[src/rtl/seq_shift_unit.sv]
// Multi-cycle shift/rotate engine (SHL/SHR/SHRA/ROL/ROR), STEP bits per clock, start/busy/done.
// Optional abort input when SEQ_SHIFT_ABORT_EN is defined.
module seq_shift_unit #(
  parameter int unsigned WIDTH = 32,
  parameter int unsigned STEP  = 1,
  parameter int unsigned AMT_W = $clog2(WIDTH)
) (
  input  logic             clk,
  input  logic             clr,
  input  logic             start,
  input  logic [2:0]       mode,
  input  logic [WIDTH-1:0] a_in,
  input  logic [WIDTH-1:0] amt_in,
`ifdef SEQ_SHIFT_ABORT_EN
  input  logic             abort,
`endif
  output logic [WIDTH-1:0] result,
  output logic             busy,
  output logic             done,
  output logic             err
);

  localparam int unsigned CW = AMT_W + 1;

  localparam logic [1:0] StIdle  = 2'd0;
  localparam logic [1:0] StShift = 2'd1;
  localparam logic [1:0] StDone  = 2'd2;

  localparam logic [2:0] ModeShl  = 3'd0;
  localparam logic [2:0] ModeShr  = 3'd1;
  localparam logic [2:0] ModeShra = 3'd2;
  localparam logic [2:0] ModeRol  = 3'd3;
  localparam logic [2:0] ModeRor  = 3'd4;

  logic [1:0]       r_state, w_state_d;
  logic [WIDTH-1:0] r_work, w_work_d;
  logic [AMT_W-1:0] r_count, w_count_d;
  logic [2:0]       r_mode, w_mode_d;
  logic [WIDTH-1:0] r_result, w_result_d;
  logic             r_busy, w_busy_d;
  logic             r_done, w_done_d;
  logic             r_err, w_err_d;

  logic [CW-1:0]    w_s, w_rs;
  logic [WIDTH-1:0] w_shifted;
  logic             w_abort;
  logic             w_unused_amt_hi;

  assign w_unused_amt_hi = ^amt_in[WIDTH-1:AMT_W];

`ifdef SEQ_SHIFT_ABORT_EN
  assign w_abort = abort;
`else
  assign w_abort = 1'b0;
`endif

  // Per-cycle step is min(STEP, count); count is never 0 while shifting.
  always_comb begin
    w_s  = ({1'b0, r_count} < CW'(STEP)) ? {1'b0, r_count} : CW'(STEP);
    w_rs = CW'(WIDTH) - w_s;
    case (r_mode)
      ModeShl:  w_shifted = r_work << w_s;
      ModeShr:  w_shifted = r_work >> w_s;
      ModeShra: w_shifted = $signed(r_work) >>> w_s;
      ModeRol:  w_shifted = (r_work << w_s) | (r_work >> w_rs);
      ModeRor:  w_shifted = (r_work >> w_s) | (r_work << w_rs);
      default:  w_shifted = r_work;
    endcase
  end

  always_comb begin
    w_state_d  = r_state;
    w_work_d   = r_work;
    w_count_d  = r_count;
    w_mode_d   = r_mode;
    w_result_d = r_result;
    w_busy_d   = 1'b0;
    w_done_d   = 1'b0;
    w_err_d    = 1'b0;
    case (r_state)
      StIdle: begin
        if (start) begin
          w_work_d  = a_in;
          w_count_d = amt_in[AMT_W-1:0];
          w_mode_d  = mode;
          if (mode > ModeRor) begin
            w_state_d  = StDone;
            w_result_d = a_in;
            w_done_d   = 1'b1;
            w_err_d    = 1'b1;
          end else if (amt_in[AMT_W-1:0] == '0) begin
            w_state_d  = StDone;
            w_result_d = a_in;
            w_done_d   = 1'b1;
          end else begin
            w_state_d = StShift;
            w_busy_d  = 1'b1;
          end
        end
      end
      StShift: begin
        if (w_abort) begin
          w_state_d = StIdle;
        end else begin
          w_work_d  = w_shifted;
          w_count_d = r_count - w_s[AMT_W-1:0];
          if (w_count_d == '0) begin
            w_state_d  = StDone;
            w_result_d = w_shifted;
            w_done_d   = 1'b1;
          end else begin
            w_busy_d = 1'b1;
          end
        end
      end
      StDone:  w_state_d = StIdle;
      default: w_state_d = StIdle;
    endcase
  end

  always_ff @(posedge clk or posedge clr) begin
    if (clr) begin
      r_state  <= StIdle;
      r_work   <= '0;
      r_count  <= '0;
      r_mode   <= '0;
      r_result <= '0;
      r_busy   <= 1'b0;
      r_done   <= 1'b0;
      r_err    <= 1'b0;
    end else begin
      r_state  <= w_state_d;
      r_work   <= w_work_d;
      r_count  <= w_count_d;
      r_mode   <= w_mode_d;
      r_result <= w_result_d;
      r_busy   <= w_busy_d;
      r_done   <= w_done_d;
      r_err    <= w_err_d;
    end
  end

  assign result = r_result;
  assign busy   = r_busy;
  assign done   = r_done;
  assign err    = r_err;

endmodule

[config.mk]
export PLATFORM = sky130hd
export DESIGN_NAME = seq_shift_unit
export DESIGN_NICKNAME = d
export VERILOG_FILES = /design/src/rtl/seq_shift_unit.sv
export SDC_FILE = /design/constraint.sdc
export NUM_CORES = 1
export LEC_CHECK = 0
export CORE_MARGIN = 2
export CORE_UTILIZATION = 50
export CTS_BUF_LIST = sky130_fd_sc_hd__clkbuf_2
export DETAILED_ROUTE_END_ITERATION = 8
export GPL_ROUTABILITY_DRIVEN = 0
export PLACE_DENSITY = 0.83
export SYNTH_ARGS = -nofsm -noshare
export SYNTH_HDL_FRONTEND = slang
export SYNTH_SLANG_ARGS = --single-unit
[constraint.sdc]
create_clock -name clk -period 3.3 [get_ports clk]
set_clock_uncertainty 0.05 [all_clocks]
set_input_delay 0.495 -clock clk [delete_from_list [all_inputs] [get_ports clk]]
set_output_delay 0.495 -clock clk [all_outputs]
set_load 0.02 [all_outputs]
# [Word-level counts from Yosys, hierarchy flattened]
# Cells that the tools add are included.
[word_totals] register_bits=77 out_inout_bits=35 inputBits=70
[classes] n_shift=5 reduce_logical=9 addsub=2 bitwise_logic=2 n_lt_le_gt_ge=2 mux=29 eq_ne=8
[op_table] cell="$mux W32" count=5
[op_table] cell="$pmux W32 S5" count=1
[op_table] cell="$pmux W32 S2" count=2
[op_table] cell="$or A32 B32 Y32" count=2
[op_table] cell="$shl A32 B5 Y32" count=1
[op_table] cell="$shl A32 B6 Y32" count=1
[op_table] cell="$shr A32 B5 Y32" count=1
[op_table] cell="$shr A32 B6 Y32" count=1
[op_table] cell="$sshr A32 B5 Y32" count=1
[op_table] cell="$mux W1" count=11
[op_table] cell="$logic_not A5 Y1" count=2
[op_table] cell="$mux W5" count=2
[op_table] cell="$pmux W5 S2" count=1
[op_table] cell="$mux W2" count=4
[op_table] cell="$eq A3 B2 Y1 const B" count=2
[op_table] cell="$reduce_and A2 Y1" count=3
[op_table] cell="$sub A6 B5 Y6 const A" count=1
[op_table] cell="$lt A5 B1 Y1 const B" count=1
[op_table] cell="$sub A5 B5 Y5" count=1
[op_table] cell="$ne A2 B2 Y1 const B" count=2
[op_table] cell="$pmux W1 S2" count=2
[op_table] cell="$pmux W2 S2" count=1
[op_table] cell="$reduce_and A4 Y1" count=1
[op_table] cell="$eq A3 B1 Y1 const B" count=1
[op_table] cell="7 further kinds" count=7

# [Depth between registers and ports, before layout]
# Gate-level depths: netlist (run 1).
[logic_depth] depth_word=8 mapped_depth=13

# [Worst setup path before layout (run 1)]
# OpenSTA, ideal clock, no wires.
[synth_timing] path_type="reg-to-reg" startpoint="register r_count[1]" endpoint="register r_result[1] (netlist: result[1])" setup_slack_ns=0.427 path_stages_with_launch=14 arrival_ns=2.689 synth_period_minus_slack_ns=2.873 t_required_ns=3.117 path_cell_list="dfrtp_1 -> nor4_4 -> nand2_4 -> inv_4 -> buf_4 -> ha_1 -> buf_2 -> buf_2 -> nand3_1 -> o21ai_0 -> a211oi_1 -> nor2_1 -> a211oi_1 -> o21ai_0"
[synth_via] elab_chain_len=8 word_cells_on_any_way=17
[synth_rtl] element="start, declared" line_no="37" text="logic [AMT_W-1:0] r_count, w_count_d;"
[synth_rtl] element="start signal, assigned" line_no="134" text="r_count <= w_count_d;"
[synth_rtl] element="$lt A5 B1 Y1" line_no="59" text="w_s = ({1'b0, r_count} < CW'(STEP)) ? {1'b0, r_count} : CW'(STEP);"
[synth_rtl] element="$mux W5" line_no="59"
[synth_rtl] element="$sub A6 B5 Y6" line_no="60" text="w_rs = CW'(WIDTH) - w_s;"
[synth_rtl] element="$shl A32 B6 Y32 / $shr A32 B6 Y32 (equally long branches)" line_no="66, 65"
[synth_rtl] element="$or A32 B32 Y32, on equally long branches" line_no="66, 65"
[synth_rtl] element="$pmux W32 S5" line_no="61" text="case (r_mode)"
[synth_rtl] element="$mux W32" line_no="107" text="if (w_count_d == '0) begin"
[synth_rtl] element="$pmux W32 S2" line_no="80" text="case (r_state)"
[synth_rtl] element="end signal, assigned" line_no="136" text="r_result <= w_result_d;"
[synth_rtl] element="end, declared" line_no="39" text="logic [WIDTH-1:0] r_result, w_result_d;"
# Parallel ways exist; a longest one is shown, timed or not. The select of a mux whose other input is x is not followed.
# A chain may end at the register's enable or synchronous reset.

# [Worst setup path in the final report (run 1)]
[layout_timing] startpoint="register r_count[1]" endpoint="register r_result[13] (netlist: result[13])"
# The elaborated chain is that of the path after synthesis.

==> results of run 1 <==
==> tightest hold or removal path, delay by kind of cell <==
kind	cells	cell delay, ns
buf+inv	3	0.89
==> through the flow <==
| step | total power [mW] | hold slack [ns] | instances |
|---|---|---|---|
| 6_report | 7.65 | 0.290 | 851 |
| 3_5_place_dp | 6.89 | 0.424 | 835 |
| 4_1_cts | 7.49 | 0.313 | 851 |
| 5_1_grt | 8.13 | 0.328 | 851 |
| 2_1_floorplan | 5.30 | 0.480 | 654 |
| 3_3_place_gp | 6.71 | 0.410 | 835 |
==> sequential cells by signal, indices dropped and copies added, names as in the netlist <==
signal / count
r_mode: 3
err: 1
r_work: 32
r_count: 5
r_state: 2
done: 1
busy: 1
result: 32
==> power by group through the flow <==
| stage | Clock [mW] | Combinational (mW) | Sequential, mW |
|---|---|---|---|
| global route | 0.640 | 5.30 | 2.20 |
| floorplan | 0 | 3.28 | 2.02 |
| finish | 0.593 | 4.89 | 2.17 |
| detailed placement | 0 | 4.77 | 2.12 |
| global placement | 0 | 4.61 | 2.09 |
| CTS | 0.593 | 4.79 | 2.10 |
==> path summary, 6_finish.rpt <==
check,end,slack [ns],cells past startpoint
min in group clk,r_mode[0],0.44,3
max,result[13],0.37,10
min reg2reg,result[23],0.46,2
max reg2reg,result[13],0.37,10
min,r_work[1],0.29,3
max in group asynchronous,result[27],2.53,3
==> final cells by class <==
type	instances	area [um2]	area share
clock buffers	10	50.0	0.00781
clock inverters	6	77.6	0.0121
inverters	13	51.3	0.00801
multi-input cells	500	3120	0.487
flip-flops and latches	77	1930	0.301
well taps	136	170	0.0266
repair buffers	109	1010	0.158
==> kinds of logic after synthesis <==
kind of cell / Yosys count / share of synthesized area
flip-flops: 77 / 0.360
XOR/XNOR: 2 / 0.00607
buffers and inverters: 77 / 0.0607
multiplexers: 47 / 0.103
other: 1 / 0.000700
AND/OR/NAND/NOR: 201 / 0.167
adder cells (fa/ha/maj): 2 / 0.00467
AO/OA/AOI/OAI: 247 / 0.298
==> cell usage in the layout, fill, tap and decap left out, types with 8 or more instances in the layout <==
| master | instances |
|---|---|
| sky130_fd_sc_hd__a211oi_1 | 8 |
| sky130_fd_sc_hd__a21oi_1 | 57 |
| sky130_fd_sc_hd__a31oi_1 | 20 |
| sky130_fd_sc_hd__and3_1 | 10 |
| sky130_fd_sc_hd__buf_4 | 32 |
| sky130_fd_sc_hd__clkbuf_2 | 10 |
| sky130_fd_sc_hd__clkdlybuf4s50_1 | 77 |
| sky130_fd_sc_hd__dfrtp_1 | 77 |
| sky130_fd_sc_hd__inv_1 | 10 |
| sky130_fd_sc_hd__mux2_2 | 10 |
| sky130_fd_sc_hd__mux2i_1 | 32 |
| sky130_fd_sc_hd__nand2_1 | 92 |
| sky130_fd_sc_hd__nand3_1 | 10 |
| sky130_fd_sc_hd__nor2_1 | 59 |
| sky130_fd_sc_hd__nor3_1 | 10 |
| sky130_fd_sc_hd__o211ai_1 | 9 |
| sky130_fd_sc_hd__o21ai_0 | 63 |
| sky130_fd_sc_hd__o221ai_1 | 9 |
| sky130_fd_sc_hd__o22ai_1 | 12 |
| sky130_fd_sc_hd__o31ai_1 | 8 |
==> Yosys cell counts (3+ instances only) <==
| cell | count |
|---|---|
| sky130_fd_sc_hd__nand2_1 | 92 |
| sky130_fd_sc_hd__dfrtp_1 | 77 |
| sky130_fd_sc_hd__o21ai_0 | 63 |
| sky130_fd_sc_hd__nor2_1 | 59 |
| sky130_fd_sc_hd__a21oi_1 | 57 |
| sky130_fd_sc_hd__clkbuf_1 | 43 |
| sky130_fd_sc_hd__mux2i_1 | 32 |
| sky130_fd_sc_hd__a31oi_1 | 20 |
| sky130_fd_sc_hd__buf_2 | 15 |
| sky130_fd_sc_hd__o22ai_1 | 12 |
| sky130_fd_sc_hd__inv_1 | 11 |
| sky130_fd_sc_hd__and3_1 | 10 |
| sky130_fd_sc_hd__mux2_2 | 10 |
| sky130_fd_sc_hd__nand3_1 | 10 |
| sky130_fd_sc_hd__nor3_1 | 10 |
| sky130_fd_sc_hd__o211ai_1 | 9 |
| sky130_fd_sc_hd__o221ai_1 | 9 |
| sky130_fd_sc_hd__a211oi_1 | 8 |
| sky130_fd_sc_hd__o31ai_1 | 8 |
| sky130_fd_sc_hd__o21a_1 | 6 |
| sky130_fd_sc_hd__a22oi_1 | 5 |
| sky130_fd_sc_hd__o21ai_1 | 5 |
| sky130_fd_sc_hd__a221o_1 | 4 |
| sky130_fd_sc_hd__mux4_2 | 4 |
| sky130_fd_sc_hd__o311ai_0 | 4 |
| sky130_fd_sc_hd__a21boi_0 | 3 |
| sky130_fd_sc_hd__a22o_1 | 3 |
| sky130_fd_sc_hd__a41o_1 | 3 |
| sky130_fd_sc_hd__buf_1 | 3 |
| sky130_fd_sc_hd__o2111ai_1 | 3 |
| sky130_fd_sc_hd__o211a_1 | 3 |
==> layer usage <==
layer | vias up | track usage | wire (um)
li1 | 2527 | - | -
met1 | 2642 | 0.409 | 6740
met2 | 488 | 0.448 | 7290
met3 | 108 | 0.0732 | 2100
met4 | 0 | 0.142 | 853
met5 | - | 0 | 0
==> results.md, run 1 <==
Clocking:
- The clock transition at the registers of the reported paths is 0.22 ns.
- TritonCTS built the clock tree.
- Counting the buffers created by CTS gives 9.
- The clock passes through at most 2 buffers.
- CTS saw 77 sinks.
- The buffer count from post-CTS setup fixing is 0.
- For this design, the CTS-stage hold fixing added 0 buffers.
- For the worst-skew pair, the clock arrives at the later sink with an insertion delay of 0.56 ns.
- In this run the number of H-tree levels came out at 3.
- The clock root buffer is sky130_fd_sc_hd__clkbuf_2.
- The count of cells resized by post-cts repair is 0.

Setup path:
- The critical path data arrival time is 3.35 ns.
- The data required time at the worst endpoint is 3.72 ns.
- The worst setup path is captured at a register.
- Together, buffers and inverters on the worst path number 1.
- The largest individual stage delay along the critical path comes from the cell sky130_fd_sc_hd__a2111oi_0.
- The biggest cell delay along the critical path is 0.53 ns.
- Walking the worst path, the cells encountered are nor4_4 > nand2_4 > inv_4 > ha_1 > mux2i_1 > nor2_1 > a2111oi_0 > o21ai_0 > o221ai_1 > a21oi_1.
- The family with the most delay on the worst path is compound AO/OA/AOI/OAI gates.
- The critical path launch point is r_count[1].
- The classification of the worst setup path is register to register.
- In this run the worst path has a maximum fanout of 12.
- The launching point of the worst reg2reg path is r_count[1].
- The critical path startpoint category is a register.

Drt:
- The average wire per standard cell is about 20 um.
- The number of antenna-violating nets in the routed design is 0.
- The routed layout has 5765 vias.
- The post-detailed-routing wire length is 17000 um.
- The number of search-and-repair iterations in the first detailed-routing pass is 6.
- The number of vias per cell is 6.77.
- The detailed router finished its first iteration with 914 violations.
- The remaining routing DRC violations is 0.

Power:
- The proportion of power drawn by flip-flops and latches is 0.283.
- Across the VDD grid, the largest voltage drop is 0.000616 V.
- The areal power density over the cells is ~1200 nW/um2.
- The share of total power dissipated in combinational logic is 0.639.
- The cell leakage power is 2.63 nW.
- Internal power comes to 3.70 mW.
- Of the total power, the clock network draws 0.078.
- Of the total power, the share spent switching nets is 0.516.
- In this run the power spent charging and discharging nets is 3.95 mW.

Global route:
- The combined global-route utilization of all metal layers is 0.300.
- The number of global-route vias before repair was 5482.
- The number of antenna violations at the first check in global routing is 0.
- The total global routing overflow is 0.
- The largest net degree at the start of global routing is 61.
- The first-pass GRT wire length is 27700 um.

Yosys:
- Counting every net in the synthesized netlist gives 726.
- The area share of the largest cell type after synthesis is 0.360.
- Of all cell types, the one taking the most synthesized area is sky130_fd_sc_hd__dfrtp_1.
- Each instance of the synthesized netlist takes up on average around 8.2 um2.
- For this run, the leading register cell type out of synthesis is sky130_fd_sc_hd__dfrtp_1.
- For this run, asynchronously set or reset flops after synthesis account for 1.00.
- The sequential-to-total area share from yosys stat is 0.360.
- The number of flops mapped to enable cells by yosys is 0.
- The number of warning messages in the yosys log is 0.
- The netlist uses 71 different library cells.
- The register bit total from synthesis is 77.
- Synthesis handed over a netlist of between 600 and 700 instances.
- The cell area that synthesis handed to floorplanning was approximately 5400 um2.
- Sorting the synthesized cells by area gives the leading types as sky130_fd_sc_hd__dfrtp_1 (36%), sky130_fd_sc_hd__nand2_1 (6.4%), sky130_fd_sc_hd__mux2i_1 (6.0%).

Die:
- The floorplan step defined a die boundary enclosing 11600 um2.
- The starting density of the core is 0.517.
- Measured along the x axis, the die boundary spans 108 um.
- Row generation in the floorplan step produced 37 rows.
- The core box area is 10400 um2.
- ~110 I/O pins were placed.
- The die is 108 um tall.

STA:
- The final setup violation count is 0.
- The final number of hold-violating endpoints is 0.
- In the finished design, the share of the clock period the worst path needs comes to 0.887.
- For this run, the top clock speed supported by timing is 342 MHz.
- The post-layout minimum cycle time is slightly below 3 ns.
- Setup total negative slack on the finished layout was measured at 0 ns.
- The post-layout worst setup margin is between 0.3 and 0.4 ns.
- The transition time at the pin with the least slew margin is between 0.9 and 1 ns.
- The number of slew-limit violations in the final report was 0.
- Headroom to the max-slew limit came out at 0.357.
- Setup repair after global routing left no endpoint under its margin.

Final layout:
- The number of nets in the layout is between 700 and 800.
- The synthesis-to-layout area growth is 19.6%.
- The finished cells cover between 6000 and 7000 um2.
- The layout has 901 filler cells.
- The number of antenna diodes in the final layout is 0.
- Measured on the finished design, the core utilization comes to 0.618.
- Of the cells placed in the final design, the portion with a size suffix greater than 1 is 0.106.

Placed design:
- The pre-CTS worst setup slack is 0.453 ns.
- The placed wire-length estimate is 11700 um.
- The cell area after placement is 6280 um2.
- The count of buffers added on input and output ports is 77.

Job:
- Across the run, the number of max-cap violations was 0.

Min path:
- The class of the worst hold path is primary input to asynchronous set/reset pin.

Status:
- The run finished with clean final reports.
No activity file was read; power rests on OpenSTA's default activity.
==> run 2: changes to the inputs <==
Settings changed: CAP_MARGIN set to 20, CELL_PAD_IN_SITES_DETAIL_PLACEMENT set to 2, CELL_PAD_IN_SITES_GLOBAL_PLACEMENT set to 2, CORE_UTILIZATION 50 to 28.
Clock period 3.3 ns to 2.5 ns, I/O delays scaled along.
==> run 2 against run 1 <==
Compared with the run above: the flow now finishes with violations (negative setup slack); largest power group unchanged; clock power is 7.9% higher; critical endpoint is now result[5]; via count is 11% higher; utilization is 21 points lower; combinational power is 83% higher; sequential share of layout area is 4.7 points lower; design area is 19% higher.
==> results.md, run 2 (synthesis gave the netlist of run 1 again) <==
Status:
- The run finished, with violations left.
- The checks that failed: negative setup slack.

Clocking:
- The clock root buffer is sky130_fd_sc_hd__clkbuf_2.
- The CTS tree is built.
- The clock reaches the later pin of the worst-skew pair after 0.68 ns.
- The number of buffers inserted during clock tree synthesis is 9.
- The cts-stage hold buffer count is 0.
- The clock transition at the registers of the reported paths is 0.23 ns.
- The clock passes through at most 2 buffers.
- The H-tree was split into 3 levels.
- The total number of clock tree sinks is 77.

STA:
- The post-layout minimum cycle time is 2.66 ns.
- The post-layout worst setup margin is -0.161 ns.
- The final worst-path cycle share is 1.06.
- Setup repair after global routing could not meet its margin everywhere.
- The worst pin sits at a relative slew slack of 0.550.
- Final hold analysis gives a worst-case slack of 0.00185 ns.
- Setup violations remaining at the end of the flow were counted as 37.
- The final number of hold-violating endpoints is 0.
- At the pin with the least slew margin, the transition time is 0.675 ns.
- The fmax is 376 MHz.
- The number of slew-limit violations in the final report was 0.

Die:
- The die covers 20300 um2.
- In this run the vertical extent of the chip is 142 um.
- After floorplanning, the core was sized to cover 18800 um2.
- The die width is ~140 um.
- The number of I/O pins is 105.
- The number of rows in the core area is 50.
- The initial utilization of the core area, before any placement, comes to 0.285.

Global route:
- The number of global-route vias before repair is 6777.
- The largest net degree at the start of global routing is 34.
- The number of antenna violations at the first check in global routing is 1.
- The total global routing overflow is 0.
- Across every metal layer, demand over resource in global routing totals 0.247.
- The first global-routing pass estimated 38700 um of wire.

Setup path:
- The highest net fanout along the worst path is 19.
- The biggest cell delay along the critical path is ~0.47 ns.
- The setup path with the least slack is of type register to register.
- The family with the most delay on the worst path is simple AND/OR/NAND/NOR gates.
- The critical path data arrival time is 3.18 ns.
- In this design, the critical path's most frequently occurring cell is sky130_fd_sc_hd__a21oi_1.
- The signal on the critical path passes through nor4_4 > nand2_4 > inv_6 > ha_4 > buf_6 > buf_4 > mux2i_1 > nor2_1 > a21oi_1 > nand2_1 > o211ai_1 > a21oi_1.
- Together, buffers and inverters on the worst path number 3.
- The critical path startpoint category is a register.
- The highest-delay cell along the critical path is sky130_fd_sc_hd__dfrtp_1.
- STA puts the critical path data required time at slightly above 3 ns.
- The endpoint class of the critical path is a register.

Drt:
- For this block, the routed nets add up to 28500 um of wire.
- In the final routed layout, each cell accounts on average for 28.0 um.
- The detailed router's first-iteration violation count is 432.
- The number of vias per cell is approximately 6.3.
- The total number of vias is approximately 6400.
- The pre-antenna-repair detailed-routing pass consisted of 5 iterations.
- The number of antenna-violating nets in the routed design is 0.
- The remaining routing DRC violations is 0.

Power:
- Across the VDD grid, the largest voltage drop is 0.000645 V.
- Dividing total power by cell area gives a power density of 1660 nW/um2.
- Summed over all cells, the static leakage comes to 3.07 nW.

Final layout:
- The most common cell after layout, fill and taps aside is sky130_fd_sc_hd__nand2_1.
- The area occupied by registers is 1930 um2.
- The number of nets in the layout is ~850.
- Of the cells placed in the final design, the portion with a size suffix greater than 1 is 0.269.
- The synthesis-to-layout area growth is 41.9%.
- The library cells used most frequently in the layout, excluding fill and tap cells, are sky130_fd_sc_hd__nand2_1 (83), sky130_fd_sc_hd__clkdlybuf4s50_1 (77), sky130_fd_sc_hd__dfrtp_1 (75).
- Fill cells in the final layout number 2071.
- Summing all multi-input logic gate instances after layout gives 3510 um2.
- The final design utilization is 0.405.

Min path:
- The class of the worst hold path is primary input to asynchronous set/reset pin.

Placed design:
- The wire-length estimate of the detail-placed layout is 18100 um.
- In this run the tool buffered the top-level ports with 77 buffer cells.

Job:
- The reported max-cap violation count is 0.
## run 2: cell count changes in the layout (fill, tap and decap cells not counted), moves of 11 or more
cell                      delta
sky130_fd_sc_hd__buf_4      +42
sky130_fd_sc_hd__o21ai_0    -16
sky130_fd_sc_hd__a21oi_1    -12
sky130_fd_sc_hd__a21oi_2    +11
sky130_fd_sc_hd__buf_6      +11
## run 2: per-layer routing
layer / GRT usage / up-vias / wire length (um)
li1: - / 2664 / -
met1: 0.300 / 3276 / 11100
met5: 0 / - / 0
met2: 0.426 / 340 / 13900
met3: 0.0441 / 130 / 1980
met4: 0.118 / 0 / 1580
## run 2: area by class of cell
type                       count  area share
antenna                        4     0.00132
clock buffer                  12     0.00790
clock inverter                 3     0.00181
inverter                      13     0.00790
multi-input combinational    500       0.462
sequential                    77       0.254
tap                          234      0.0385
timing repair buffer         175       0.227
## run 2: report_power, final
part	internal (mW)	switching (mW)	leakage [nW]
Combinational	3.70	5.26	2.11
Sequential	1.88	1.15	0.905
Clock	0.132	0.508	0.0593
## run 2: stage by stage
step           power, mW  setup TNS (ns)  area, um2  std cells  setup slack (ns)
6_report            12.6           -1.89       7600       1018            -0.161
5_1_grt             13.3           -6.37       7600       1016            -0.264
4_1_cts             11.1         -0.0823       7020        998           -0.0338
3_5_place_dp        10.3           -2.73       6770        976            -0.256
3_3_place_gp        9.78          -0.178       6770        976            -0.107
2_1_floorplan       7.05               0       5390        654            0.0739
## run 2: final timing paths
path                             from          to  slack (ns)  cells after the start
max                        r_count[4]   result[5]       -0.16                     12
min                               clr  r_count[4]       0.002                      2
max reg2reg                r_count[4]   result[5]       -0.16                     12
min in group clk              mode[0]   r_mode[0]        0.20                      3
min reg2reg                 result[3]   result[3]        0.48                      2
max in group asynchronous         clr   result[3]        1.78                      3
## run 2: what timing repair did
item                       in CTS  in global routing
resized for setup              34                 83
gates cloned                    0                  8
pin swaps                      15                 34
setup buffers                   7                  9
setup endpoints to repair      48                 58
## run 2: worst reg2reg max path, cell delays in order (launching register included)
cell                       delay (ns)
sky130_fd_sc_hd__dfrtp_1         0.47
sky130_fd_sc_hd__nor4_4          0.37
sky130_fd_sc_hd__nand2_4         0.11
sky130_fd_sc_hd__inv_6           0.08
sky130_fd_sc_hd__ha_4            0.26
sky130_fd_sc_hd__buf_6           0.20
sky130_fd_sc_hd__buf_4           0.21
sky130_fd_sc_hd__mux2i_1         0.14
sky130_fd_sc_hd__nor2_1          0.13
sky130_fd_sc_hd__a21oi_1         0.07
sky130_fd_sc_hd__nand2_1         0.13
sky130_fd_sc_hd__o211ai_1        0.10
sky130_fd_sc_hd__a21oi_1         0.24
==> run 3: changes to the inputs <==
==> constraint.sdc (replaced) <==
create_clock -name clk -period 2.5 [get_ports clk]
set_clock_uncertainty 0.05 [all_clocks]
set_input_delay 0.5 -clock clk [delete_from_list [all_inputs] [get_ports clk]]
set_output_delay 0.5 -clock clk [all_outputs]
set_load 0.005 [all_outputs]
==> run 3 against run 2 <==
Compared with the run above: the flow still finishes with violations (negative setup slack); hold slack better by 0.24 ns; count of clock-buffer cells in the layout down 3; utilization up 0.69 points; highest routed layer unchanged; first-iteration DRC count up 15%; fmax down 5.2%; critical path depth unchanged; critical endpoint is now r_work[2]; sequential share of layout area down 0.46 points; worst setup slack worse by 0.15 ns; largest power group unchanged; via count up 1.4%; cell count unchanged; sequential cell count unchanged.
==> results.md, run 3 (synthesis gave the netlist of run 1 again) <==
Setup path:
- The number of cells on the worst reg-to-reg path is 12.
- The critical path data arrival time is 3.29 ns.
- In this run the register-to-register setup slack is -0.31 ns.
- The endpoint class of the critical path is a register.
- In this run the critical register-to-register path is launched from r_count[4].
- At the worst endpoint, the required time is 2.99 ns.
- In this run the worst path has a maximum fanout of 12.
- STA classifies the critical path startpoint as a register.
- The worst flop-to-flop path endpoint is r_work[2].
- The critical path launch point is r_count[4].
- The classification of the worst setup path is register to register.

Power:
- Dividing total power by cell area gives a power density of between 1500 and 2000 nW/um2.
- The worst-case IR drop observed on VDD is 0.000592 V.
- The cell leakage power is 3.09 nW.

Global route:
- Entering global routing, the biggest net connects 78 pins.
- The number of antenna violations at the first check in global routing came to 1.
- The number of global-route vias before repair is between 6000 and 7000.
- The first global-routing pass estimated ~40000 um of wire.
- The total global routing overflow is 0.
- The combined global-route utilization of all metal layers is 0.255.

Drt:
- In the final routing, the length of wire on met1 measures between 10000 and 15000 um.
- The detailed route wirelength on metal3 is 2100 um.
- In the detailed route, the total length drawn on met2 is ~15000 um.
- For this run, design rule violations remaining after detail routing come to 0.
- Signal routing reaches up to met4.
- The first routing iteration left 495 violations.
- Wires add up to 30800 um.
- The number of antenna-violating nets in the routed design is 0.
- The first TritonRoute pass finished after 6 iterations.
- Dividing the detail-routed wire length by the instance count gives 30.3 um.
- The detailed router placed 6499 vias in this run.
- After detailed routing, the number of vias per cell comes to between 6 and 7.

STA:
- The final worst-path cycle share is 1.12.
- The final setup violation count is 52.
- The number of slew-limit violations in the final report is 0.
- Setup repair after global routing could not meet its margin everywhere.
- For the pin with the worst max-slew slack, the measured transition is between 0.7 and 0.8 ns.
- The post-layout worst setup margin is -0.307 ns.
- The worst pin sits at a relative slew slack of 0.528.
- Static timing analysis puts the maximum clock frequency at ~360 MHz.
- After layout, the minimum clock period comes to about 2.8 ns.
- The post-route setup TNS is -6.62 ns.
- The final number of hold-violating endpoints is 0.

Final layout:
- In the layout the commonest cells are sky130_fd_sc_hd__nand2_1 (88), sky130_fd_sc_hd__dfrtp_1 (77), sky130_fd_sc_hd__clkdlybuf4s50_1 (77).
- The number of nets in the layout is 850.
- In the final layout, the share of cells above drive strength 1 is 0.281.
- The most common cell after layout, fill and taps aside is sky130_fd_sc_hd__nand2_1.
- The synthesis-to-layout area growth is 44.4%.

Clocking:
- The CTS tree is built.
- Clock-pin slew was measured on the worst setup and hold paths at 0.25 ns.
- The number of buffers inserted during clock tree synthesis is 9.
- The H-tree level count is 3.
- The maximum clock insertion buffer count is 2.
- Clock tree synthesis selected as its root buffer the cell sky130_fd_sc_hd__clkbuf_2.
- Clock latency on the worst-skew pair, taken at its later pin, is 0.64 ns.
- The cts-stage hold buffer count is 0.
- The total number of clock tree sinks is 77.

Status:
- The run finished, with violations left.
- The checks that failed: negative setup slack.

Min path:
- The class of the worst hold path is primary input to asynchronous set/reset pin.

Die:
- From left edge to right edge, the die measures 142 um.
- For this configuration, the core starts out at a cell density of 0.285.
- In this run the vertical extent of the chip is 142 um.
- The die covers ~20000 um2.
- After floorplanning, the core was sized to cover 18800 um2.
- The floorplan has 50 rows.
- For this design the top-level I/O count stands at 105.

Placed design:
- The placed wire-length estimate is approximately 18000 um.
- Before CTS, the worst setup slack after placement is -0.210 ns.
- The number of buffers added on ports is 77.

Job:
- The reported max-cap violation count is 0.
==> run 3: cell count changes in the layout (fill, tap and decap cells not counted), moves of 4 or more <==
cell / change
sky130_fd_sc_hd__nand2_2: -6
sky130_fd_sc_hd__a21oi_2: +5
sky130_fd_sc_hd__o21ai_0: -9
sky130_fd_sc_hd__a21oi_1: -7
sky130_fd_sc_hd__o21ai_1: +9
sky130_fd_sc_hd__nand2_1: +5
sky130_fd_sc_hd__clkbuf_16: -4
sky130_fd_sc_hd__o31ai_4: -4
==> run 3: routing by layer <==
metal	up-vias	track usage
met2	351	0.430
met4	0	0.125
met1	3317	0.315
met3	168	0.0471
li1	2663	-
met5	-	0
==> run 3: worst max path at each step <==
stage,endpoint,slack [ns]
after floorplan,result[31],0.07
after global placement,result[13],-0.13
after detailed placement,result[14],-0.21
after CTS,result[12],-0.004
after global routing,r_work[2],-0.42
final,r_work[2],-0.31
==> run 3: per-stage QoR <==
step | hold slack (ns) | power, mW | instances | util | cell area (um2)
2_1_floorplan | 0.423 | 6.75 | 654 | - | 5400
3_3_place_gp | 0.414 | 9.49 | 972 | 0.361 | 6770
3_5_place_dp | 0.420 | 10.1 | 972 | 0.361 | 6770
4_1_cts | 0.248 | 11.2 | 1003 | 0.378 | 7100
5_1_grt | 0.241 | 13.7 | 1018 | 0.412 | 7730
6_report | 0.239 | 13.1 | 1018 | 0.412 | 7730
==> run 3: layout make-up <==
type	instances	area, um2
Timing Repair Buffer	177	1700
Antenna cell	1	2.50
Clock inverter	7	65.1
Clock buffer	9	45.0
Inverter	13	67.6
Sequential cell	77	1930
Fill cell	1992	11000
Multi-Input combinational cell	500	3640
Tap cell	234	293
==> run 3: timing repair <==
item | 4_1_cts | 5_1_grt
pin swaps | 16 | 27
cloned | 0 | 4
endpoints found under the setup margin | 38 | 46
setup buffers | 15 | 11
endpoints found under the hold margin | 0 | 0
gates resized for setup | 28 | 118
==> run 3: critical path: stages (launching register included) <==
cell                       delay [ns]
sky130_fd_sc_hd__dfrtp_1         0.49
sky130_fd_sc_hd__buf_4           0.16
sky130_fd_sc_hd__nor4_4          0.22
sky130_fd_sc_hd__nand2_4         0.12
sky130_fd_sc_hd__clkinv_4        0.08
sky130_fd_sc_hd__ha_4            0.24
sky130_fd_sc_hd__buf_8           0.17
sky130_fd_sc_hd__buf_12          0.16
sky130_fd_sc_hd__buf_6           0.13
sky130_fd_sc_hd__a21oi_1         0.48
sky130_fd_sc_hd__nor3_2          0.09
sky130_fd_sc_hd__nor3_2          0.23
sky130_fd_sc_hd__a31oi_1         0.07
==> run 3: where the power goes <==
| group | internal (mW) | switching [mW] | total (mW) |
|---|---|---|---|
| logic | 3.88 | 5.44 | 9.32 |
| clock network | 0.224 | 0.528 | 0.752 |
| registers | 1.87 | 1.20 | 3.08 |
| total | 5.97 | 7.17 | 13.1 |
